### src/rtl/fetch_stage_if.sv
// Interface bundling the fetch stage's instruction-ROM port, redirect input,
// decode handshake and status outputs. The fetch stage uses the master
// modport; the environment (ROM, branch unit, decode) uses the slave modport.
interface fetch_stage_if;
  // Instruction ROM port (combinational read).
  logic [31:0] imem_addr;
  logic [31:0] imem_rd;
  // Branch / exception redirect.
  logic        redirect_valid;
  logic [31:0] redirect_pc;
  // Decode handshake.
  logic        dec_valid;
  logic [31:0] dec_instr;
  logic [31:0] dec_pc;
  logic        dec_ready;
  // Status and performance counters.
  logic        fault;
  logic [31:0] perf_fetch_cnt;
  logic [31:0] perf_stall_cnt;

  modport master (
    output imem_addr,
    input  imem_rd,
    input  redirect_valid,
    input  redirect_pc,
    output dec_valid,
    output dec_instr,
    output dec_pc,
    input  dec_ready,
    output fault,
    output perf_fetch_cnt,
    output perf_stall_cnt
  );

  modport slave (
    input  imem_addr,
    output imem_rd,
    output redirect_valid,
    output redirect_pc,
    input  dec_valid,
    input  dec_instr,
    input  dec_pc,
    output dec_ready,
    input  fault,
    input  perf_fetch_cnt,
    input  perf_stall_cnt
  );
endinterface

### src/rtl/fetch_stage.sv
// Instruction fetch stage. Drives the fetch PC to a combinational instruction
// ROM, captures {pc, instr} into a small prefetch FIFO and presents the FIFO
// head to decode over valid/ready. A redirect flushes the FIFO and restarts
// fetch at the word-aligned target; a misaligned target sets a sticky fault.
// Optional feature macro: FETCH_PERF_EN enables the saturating fetch/stall
// performance counters; without it both counter outputs are tied to zero.
// FIFO_DEPTH must be a power of two in the range 2..8.
module fetch_stage #(
  parameter logic [31:0] RESET_PC   = 32'h0000_0000,
  parameter int          FIFO_DEPTH = 2
) (
  input logic          clk,
  input logic          reset,
  fetch_stage_if.master bus
);

  localparam int             PW       = $clog2(FIFO_DEPTH);
  localparam int             CW       = PW + 1;
  localparam logic [CW-1:0]  FULL_CNT = CW'(FIFO_DEPTH);

  logic [31:0]   r_fpc;
  logic [31:0]   r_instr_q [FIFO_DEPTH];
  logic [31:0]   r_pc_q    [FIFO_DEPTH];
  logic [PW-1:0] r_rd_ptr;
  logic [PW-1:0] r_wr_ptr;
  logic [CW-1:0] r_count;
  logic          r_fault;

  logic          w_full;
  logic          w_valid;
  logic          w_pop;
  logic          w_push;
  logic [31:0]   w_target;

  assign w_full   = (r_count == FULL_CNT);
  assign w_valid  = (r_count != '0);
  assign w_pop    = w_valid & bus.dec_ready;
  // A pop frees a slot in the same cycle, so a full FIFO still sustains one
  // instruction per cycle when decode is draining it.
  assign w_push   = ~bus.redirect_valid & (~w_full | w_pop);
  assign w_target = {bus.redirect_pc[31:2], 2'b00};

  assign bus.imem_addr = r_fpc;
  assign bus.dec_valid = w_valid;
  // Decode sees FIFO storage only; there is no path from imem_rd to dec_*.
  assign bus.dec_instr = r_instr_q[r_rd_ptr];
  assign bus.dec_pc    = r_pc_q[r_rd_ptr];
  assign bus.fault     = r_fault;

  // Fetch PC, FIFO pointers/count and the sticky misalignment fault.
  // NOTE: sequential state uses non-blocking assignments so every register
  // samples the pre-edge values regardless of statement order.
  always_ff @(posedge clk or posedge reset) begin
    if (reset) begin
      r_fpc    <= RESET_PC;
      r_rd_ptr <= '0;
      r_wr_ptr <= '0;
      r_count  <= '0;
      r_fault  <= 1'b0;
    end else begin
      if (bus.redirect_valid && (bus.redirect_pc[1:0] != 2'b00)) begin
        r_fault <= 1'b1;
      end
      if (bus.redirect_valid) begin
        // Any head popped this cycle is consumed; everything else is dropped.
        r_fpc    <= w_target;
        r_rd_ptr <= '0;
        r_wr_ptr <= '0;
        r_count  <= '0;
      end else begin
        if (w_push) begin
          r_fpc    <= r_fpc + 32'd4;
          r_wr_ptr <= r_wr_ptr + PW'(1);
        end
        if (w_pop) begin
          r_rd_ptr <= r_rd_ptr + PW'(1);
        end
        r_count <= r_count + CW'(w_push) - CW'(w_pop);
      end
    end
  end

  // FIFO storage: capture {pc, instr} at the write pointer on every push.
  // NOTE: the storage is reset because dec_instr/dec_pc read it directly and
  // must be zero out of reset; at 2..8 entries this is cheap.
  always_ff @(posedge clk or posedge reset) begin
    if (reset) begin
      for (int i = 0; i < FIFO_DEPTH; i++) begin
        r_instr_q[i] <= '0;
        r_pc_q[i]    <= '0;
      end
    end else if (w_push) begin
      r_instr_q[r_wr_ptr] <= bus.imem_rd;
      r_pc_q[r_wr_ptr]    <= r_fpc;
    end
  end

`ifdef FETCH_PERF_EN
  logic [31:0] r_perf_fetch;
  logic [31:0] r_perf_stall;
  logic        w_stall;

  assign w_stall = ~bus.redirect_valid & w_full & ~w_pop;

  // Saturating counters of pushes and of cycles blocked by a full FIFO.
  always_ff @(posedge clk or posedge reset) begin
    if (reset) begin
      r_perf_fetch <= '0;
      r_perf_stall <= '0;
    end else begin
      if (w_push && (r_perf_fetch != 32'hFFFF_FFFF)) begin
        r_perf_fetch <= r_perf_fetch + 32'd1;
      end
      if (w_stall && (r_perf_stall != 32'hFFFF_FFFF)) begin
        r_perf_stall <= r_perf_stall + 32'd1;
      end
    end
  end

  assign bus.perf_fetch_cnt = r_perf_fetch;
  assign bus.perf_stall_cnt = r_perf_stall;
`else
  assign bus.perf_fetch_cnt = 32'h0;
  assign bus.perf_stall_cnt = 32'h0;
`endif

endmodule
### src/flat_wrapper.sv
// flat-port wrapper written by rule: the top's interface ports become plain ports
module fetch_stage_flat 
#(
  parameter logic [31:0] RESET_PC   = 32'h0000_0000,
  parameter int          FIFO_DEPTH = 2
)
  (clk, reset, bus_imem_addr, bus_imem_rd, bus_redirect_valid, bus_redirect_pc, bus_dec_valid, bus_dec_instr, bus_dec_pc, bus_dec_ready, bus_fault, bus_perf_fetch_cnt, bus_perf_stall_cnt);
  fetch_stage_if bus_i ();
  input logic clk;
  input logic reset;
  output wire logic [$bits(bus_i.imem_addr)-1:0] bus_imem_addr;
  input wire logic [$bits(bus_i.imem_rd)-1:0] bus_imem_rd;
  input wire logic [$bits(bus_i.redirect_valid)-1:0] bus_redirect_valid;
  input wire logic [$bits(bus_i.redirect_pc)-1:0] bus_redirect_pc;
  output wire logic [$bits(bus_i.dec_valid)-1:0] bus_dec_valid;
  output wire logic [$bits(bus_i.dec_instr)-1:0] bus_dec_instr;
  output wire logic [$bits(bus_i.dec_pc)-1:0] bus_dec_pc;
  input wire logic [$bits(bus_i.dec_ready)-1:0] bus_dec_ready;
  output wire logic [$bits(bus_i.fault)-1:0] bus_fault;
  output wire logic [$bits(bus_i.perf_fetch_cnt)-1:0] bus_perf_fetch_cnt;
  output wire logic [$bits(bus_i.perf_stall_cnt)-1:0] bus_perf_stall_cnt;
  assign bus_imem_addr = bus_i.imem_addr;
  assign bus_i.imem_rd = bus_imem_rd;
  assign bus_i.redirect_valid = bus_redirect_valid;
  assign bus_i.redirect_pc = bus_redirect_pc;
  assign bus_dec_valid = bus_i.dec_valid;
  assign bus_dec_instr = bus_i.dec_instr;
  assign bus_dec_pc = bus_i.dec_pc;
  assign bus_i.dec_ready = bus_dec_ready;
  assign bus_fault = bus_i.fault;
  assign bus_perf_fetch_cnt = bus_i.perf_fetch_cnt;
  assign bus_perf_stall_cnt = bus_i.perf_stall_cnt;
  fetch_stage #(.RESET_PC(RESET_PC), .FIFO_DEPTH(FIFO_DEPTH)) u_core (.clk(clk), .reset(reset), .bus(bus_i));
endmodule
### config.mk
export PLATFORM = sky130hd
export DESIGN_NAME = fetch_stage_flat
export DESIGN_NICKNAME = d
export VERILOG_FILES = /design/src/rtl/fetch_stage_if.sv /design/src/rtl/fetch_stage.sv /design/src/flat_wrapper.sv
export SDC_FILE = /design/constraint.sdc
export NUM_CORES = 1
export LEC_CHECK = 0
export BUFFER_PORTS_ARGS = -buffer_cell sky130_fd_sc_hd__buf_2
export CORE_MARGIN = 4
export CORE_UTILIZATION = 35
export DETAILED_ROUTE_END_ITERATION = 16
export PLACE_DENSITY = 0.67
export SETUP_SLACK_MARGIN = 0.1
export SYNTH_ARGS = -nofsm -noshare
export SYNTH_HDL_FRONTEND = slang
export SYNTH_SLANG_ARGS = --single-unit
### constraint.sdc
create_clock -name clk -period 4.3 [get_ports clk]
set_clock_uncertainty 0.1 [all_clocks]
set_input_delay 0.215 -clock clk [delete_from_list [all_inputs] [get_ports clk]]
set_output_delay 0.215 -clock clk [all_outputs]
set_load 0.005 [all_outputs]
==> summary.txt <==
Status
  – Status: finished clean

Route
  – Vias after detailed routing: 5396
  – Final wirelength: 18200 um
  – Residual DRC: 0
  – Initial detailed-routing violation count: 283
  – Routed vias/inst: 4.717
  – First-pass DRT Iterations: 4
  – Drt wl/cell: 15.91 um
  – Antenna Violating Nets Remaining: 0

Global routing
  – Pin count of the biggest net entering global routing: 160
  – First-pass GRT wire length: 28640 um
  – Tot GR Track Use: 14.47%
  – Vias in the first global route: 5395
  – Initial antenna violation count: 0
  – Total gr overflow: 0

Clock tree
  – Clock slew at reported path FFs: 60 ps
  – Post-cts hold buffer count: 64
  – H-tree level count: 4
  – Clock Path Buffers: 2
  – Clock sink count: 159
  – Num CTS Buffers: 17
  – Clk_lat worst skew: 410 ps
  – TritonCTS clock tree: done
  – # resized after CTS: 0
  – Root Buffer: clkbuf_16
  – Post-CTS Setup Bufs: 0

Final layout
  – Post-layout util: 45.39%
  – Multi-input logic area: 3465 um2
  – Layout overhead on the synthesized area: 26.42%
  – FF/Latch Area: 3980 um2
  – Filler Cells Inserted: 1997
  – Share of layout cells above drive strength 1: 45.72%
  – Inserted Diodes: 0
  – Final nets: 922

Worst setup path
  – Crit-path max cell delay: 710 ps
  – R2R depth: 4
  – Critical path type: reg2reg
  – Buf/Inv on CP: 1
  – Data required time of the critical path: 4490 ps
  – CP Capture Type: flop
  – R2R setup slack: 1690 ps
  – Worst Setup EP: u_core.r_instr_q[33]$_DFFE_PP0P_
  – Crit path DAT: 2800 ps
  – CP max FO: 50
  – Crit-path leading delay family: simple AND/OR/NAND/NOR gates
  – Critical-path top delay cell: buf_4
  – CP cell instances: nor3b_2, nor3_4, buf_4, mux2_2
  – R2r startpoint: u_core.r_count[1]$_DFF_PP0_
  – Crit path depth: 4
  – CP Launch Point: u_core.r_count[1]$_DFF_PP0_
  – Critical R2R Capture: u_core.r_instr_q[33]$_DFFE_PP0P_
  – Critical path launch point type: flop

Power and ir drop
  – Total power: 5815 uW
  – Flop pwr share: 41.4%
  – Psw: 1660 uW
  – Internal: 4156 uW
  – Clock Power Share: 27.2%
  – Static leakage: 0.004382 uW
  – Power density cells: 583.5 nW/um2
  – VDD IR max: 0.0003513 V
  – Gate power share: 31.4%
  – Switching Fraction: 28.54%

Synth
  – Register area share after synthesis: 50.47%
  – Most instantiated library cell after synthesis: mux2_2
  – Post-synth EDFFs: 0
  – Synth area leader: dfrtp_1
  – Avg Synthesized Cell Area: 12.44 um2
  – Number of distinct library cells after synthesis: 45
  – Synth top area cells: dfrtp_1 (50%), mux2_2 (27%), buf_4 (6.5%), or4_1 (1.3%), nand2_1 (1.2%)
  – Synth Register Bits: 159
  – Asr flop ratio synth: 100.0%
  – Yosys top cell area share: 50.47%
  – Syn Inst Count: 634
  – Ys Warns: 0
  – Syn Std Cell Area: 7884 um2
  – Main synth FF type: dfrtp_1
  – Commonest cells in the netlist: mux2_2 (186), dfrtp_1 (159), buf_4 (68)

Placed design
  – Placer Congestion: 0.7497
  – Port Buffer Count: 161
  – DP HPWL: 11820 um
  – Placement Setup Slack: 1519 ps

Timing
  – Setup repair after global routing missed its margin: no
  – FMAX: 383.9 MHz
  – Final WS setup: 1695 ps
  – Final min period: 2605 ps
  – Final hold violation count: 0
  – Total negative setup slack: 0 ps
  – Worst Max-Slew Pin Slew: 970.9 ps
  – Setup violations, final: 0
  – Slew Viols, Final: 0
  – Slew HR: 35.27%
  – Hold WS: 157.9 ps
  – Period utilisation layout: 60.58%

Floorplanning
  – DIE AREA: 24990 um2
  – Core area: 21960 um2
  – Die X: 158.1 um
  – Cell Rows: 54
  – Initial core utilization: 35.90%
  – IO Pins: 230
  – Die Span Y: 158.1 um

Run
  – Max-Cap Viols: 0

Min path
  – Worst Hold Class: in2reg
## cell type report
class,count,share of cell area [%]
clock buffer,20,4.482
clock inverter,12,1.670
inverter,9,0.3766
multi-input combinational,431,34.76
sequential,159,39.93
tap,280,3.515
timing repair buffer,233,15.26
## placed cells by master, fill, tap and decap left out, types with 3 or more instances in the layout
cell,n
o31ai_1,8
a31oi_1,11
clkinv_2,6
dlygate4sd3_1,65
dfrtp_1,158
o211ai_1,4
mux2_2,186
or4_4,3
inv_1,7
xnor2_1,11
buf_4,6
conb_1,68
nor4_1,3
ha_1,3
bufinv_16,4
nand4_1,10
o21ai_0,16
buf_2,161
clkbuf_16,17
xor2_1,4
nor2_1,21
or3_1,4
nand2_1,26
or4_1,14
nand3_1,13
nor3_1,3
## registers in the layout, summed over array words and instances (netlist names)
register / count
u_core.r_count: 2
u_core.r_pc_q: 60
u_core.bus.fault: 1
u_core.r_rd_ptr: 1
u_core.bus.imem_addr: 30
u_core.r_instr_q: 64
u_core.r_wr_ptr: 1
## worst register-to-register path, cell delays in order (launching register included)
cell and delay, ps:
dfrtp_1 400, nor3b_2 250, nor3_4 580, buf_4 710, mux2_2 440
## through the flow
step / cells / cell area (um2)
global placement: 1047 / 8703
CTS: 1143 / 9957
detailed placement: 1047 / 8703
global route: 1144 / 9967
finish: 1144 / 9967
floorplan: 701 / 8139
## power groups by stage
stage               sequential (uW)  combinational [uW]  clock [uW]
global route                   2490                2020        1680
global placement               2420                1770           0
floorplan                      2290                1300           0
finish                         2410                1830        1580
detailed placement             2430                1800           0
CTS                            2410                1860        1620
## how the worst min path moves through the flow
stage                                      endpoint  cells past startpoint  slack, ps                start
6_report                u_core.r_rd_ptr$_DFFE_PP0P_                      4        160        bus_dec_ready
5_1_grt                 u_core.r_rd_ptr$_DFFE_PP0P_                      4        160        bus_dec_ready
4_1_cts             u_core.r_instr_q[4]$_DFFE_PP0P_                      3          2                reset
3_5_place_dp    u_core.bus.imem_addr[9]$_DFFE_PP0P_                      3        340   bus_redirect_pc[9]
3_3_place_gp    u_core.bus.imem_addr[4]$_DFFE_PP0P_                      3        320   bus_redirect_pc[4]
2_1_floorplan  u_core.bus.imem_addr[15]$_DFFE_PP0P_                      2        230  bus_redirect_pc[15]
## per-layer routing
metal | up-vias | part of all wire, % | track usage [%]
met5 | - | 0 | 0
met4 | 0 | 0.83 | 3.249
met3 | 7 | 5.0 | 3.636
met2 | 151 | 48 | 23.65
met1 | 2679 | 46 | 19.52
li1 | 2559 | - | -
## cell families (layout without fill, tap and decap cells)
group           after synthesis  in the layout  share of synthesized area [%]
mux                         187            187                          26.69
flops                       159            159                          50.47
simple gates                115            115                          8.237
buf+inv                     111            274                          8.935
compound gates               43             43                          3.476
xor+xnor                     15             15                          1.666
fa+ha+maj                     3              3                         0.4762
other cells                   1             68                        0.04757
Power figures use the tool's default switching activity.
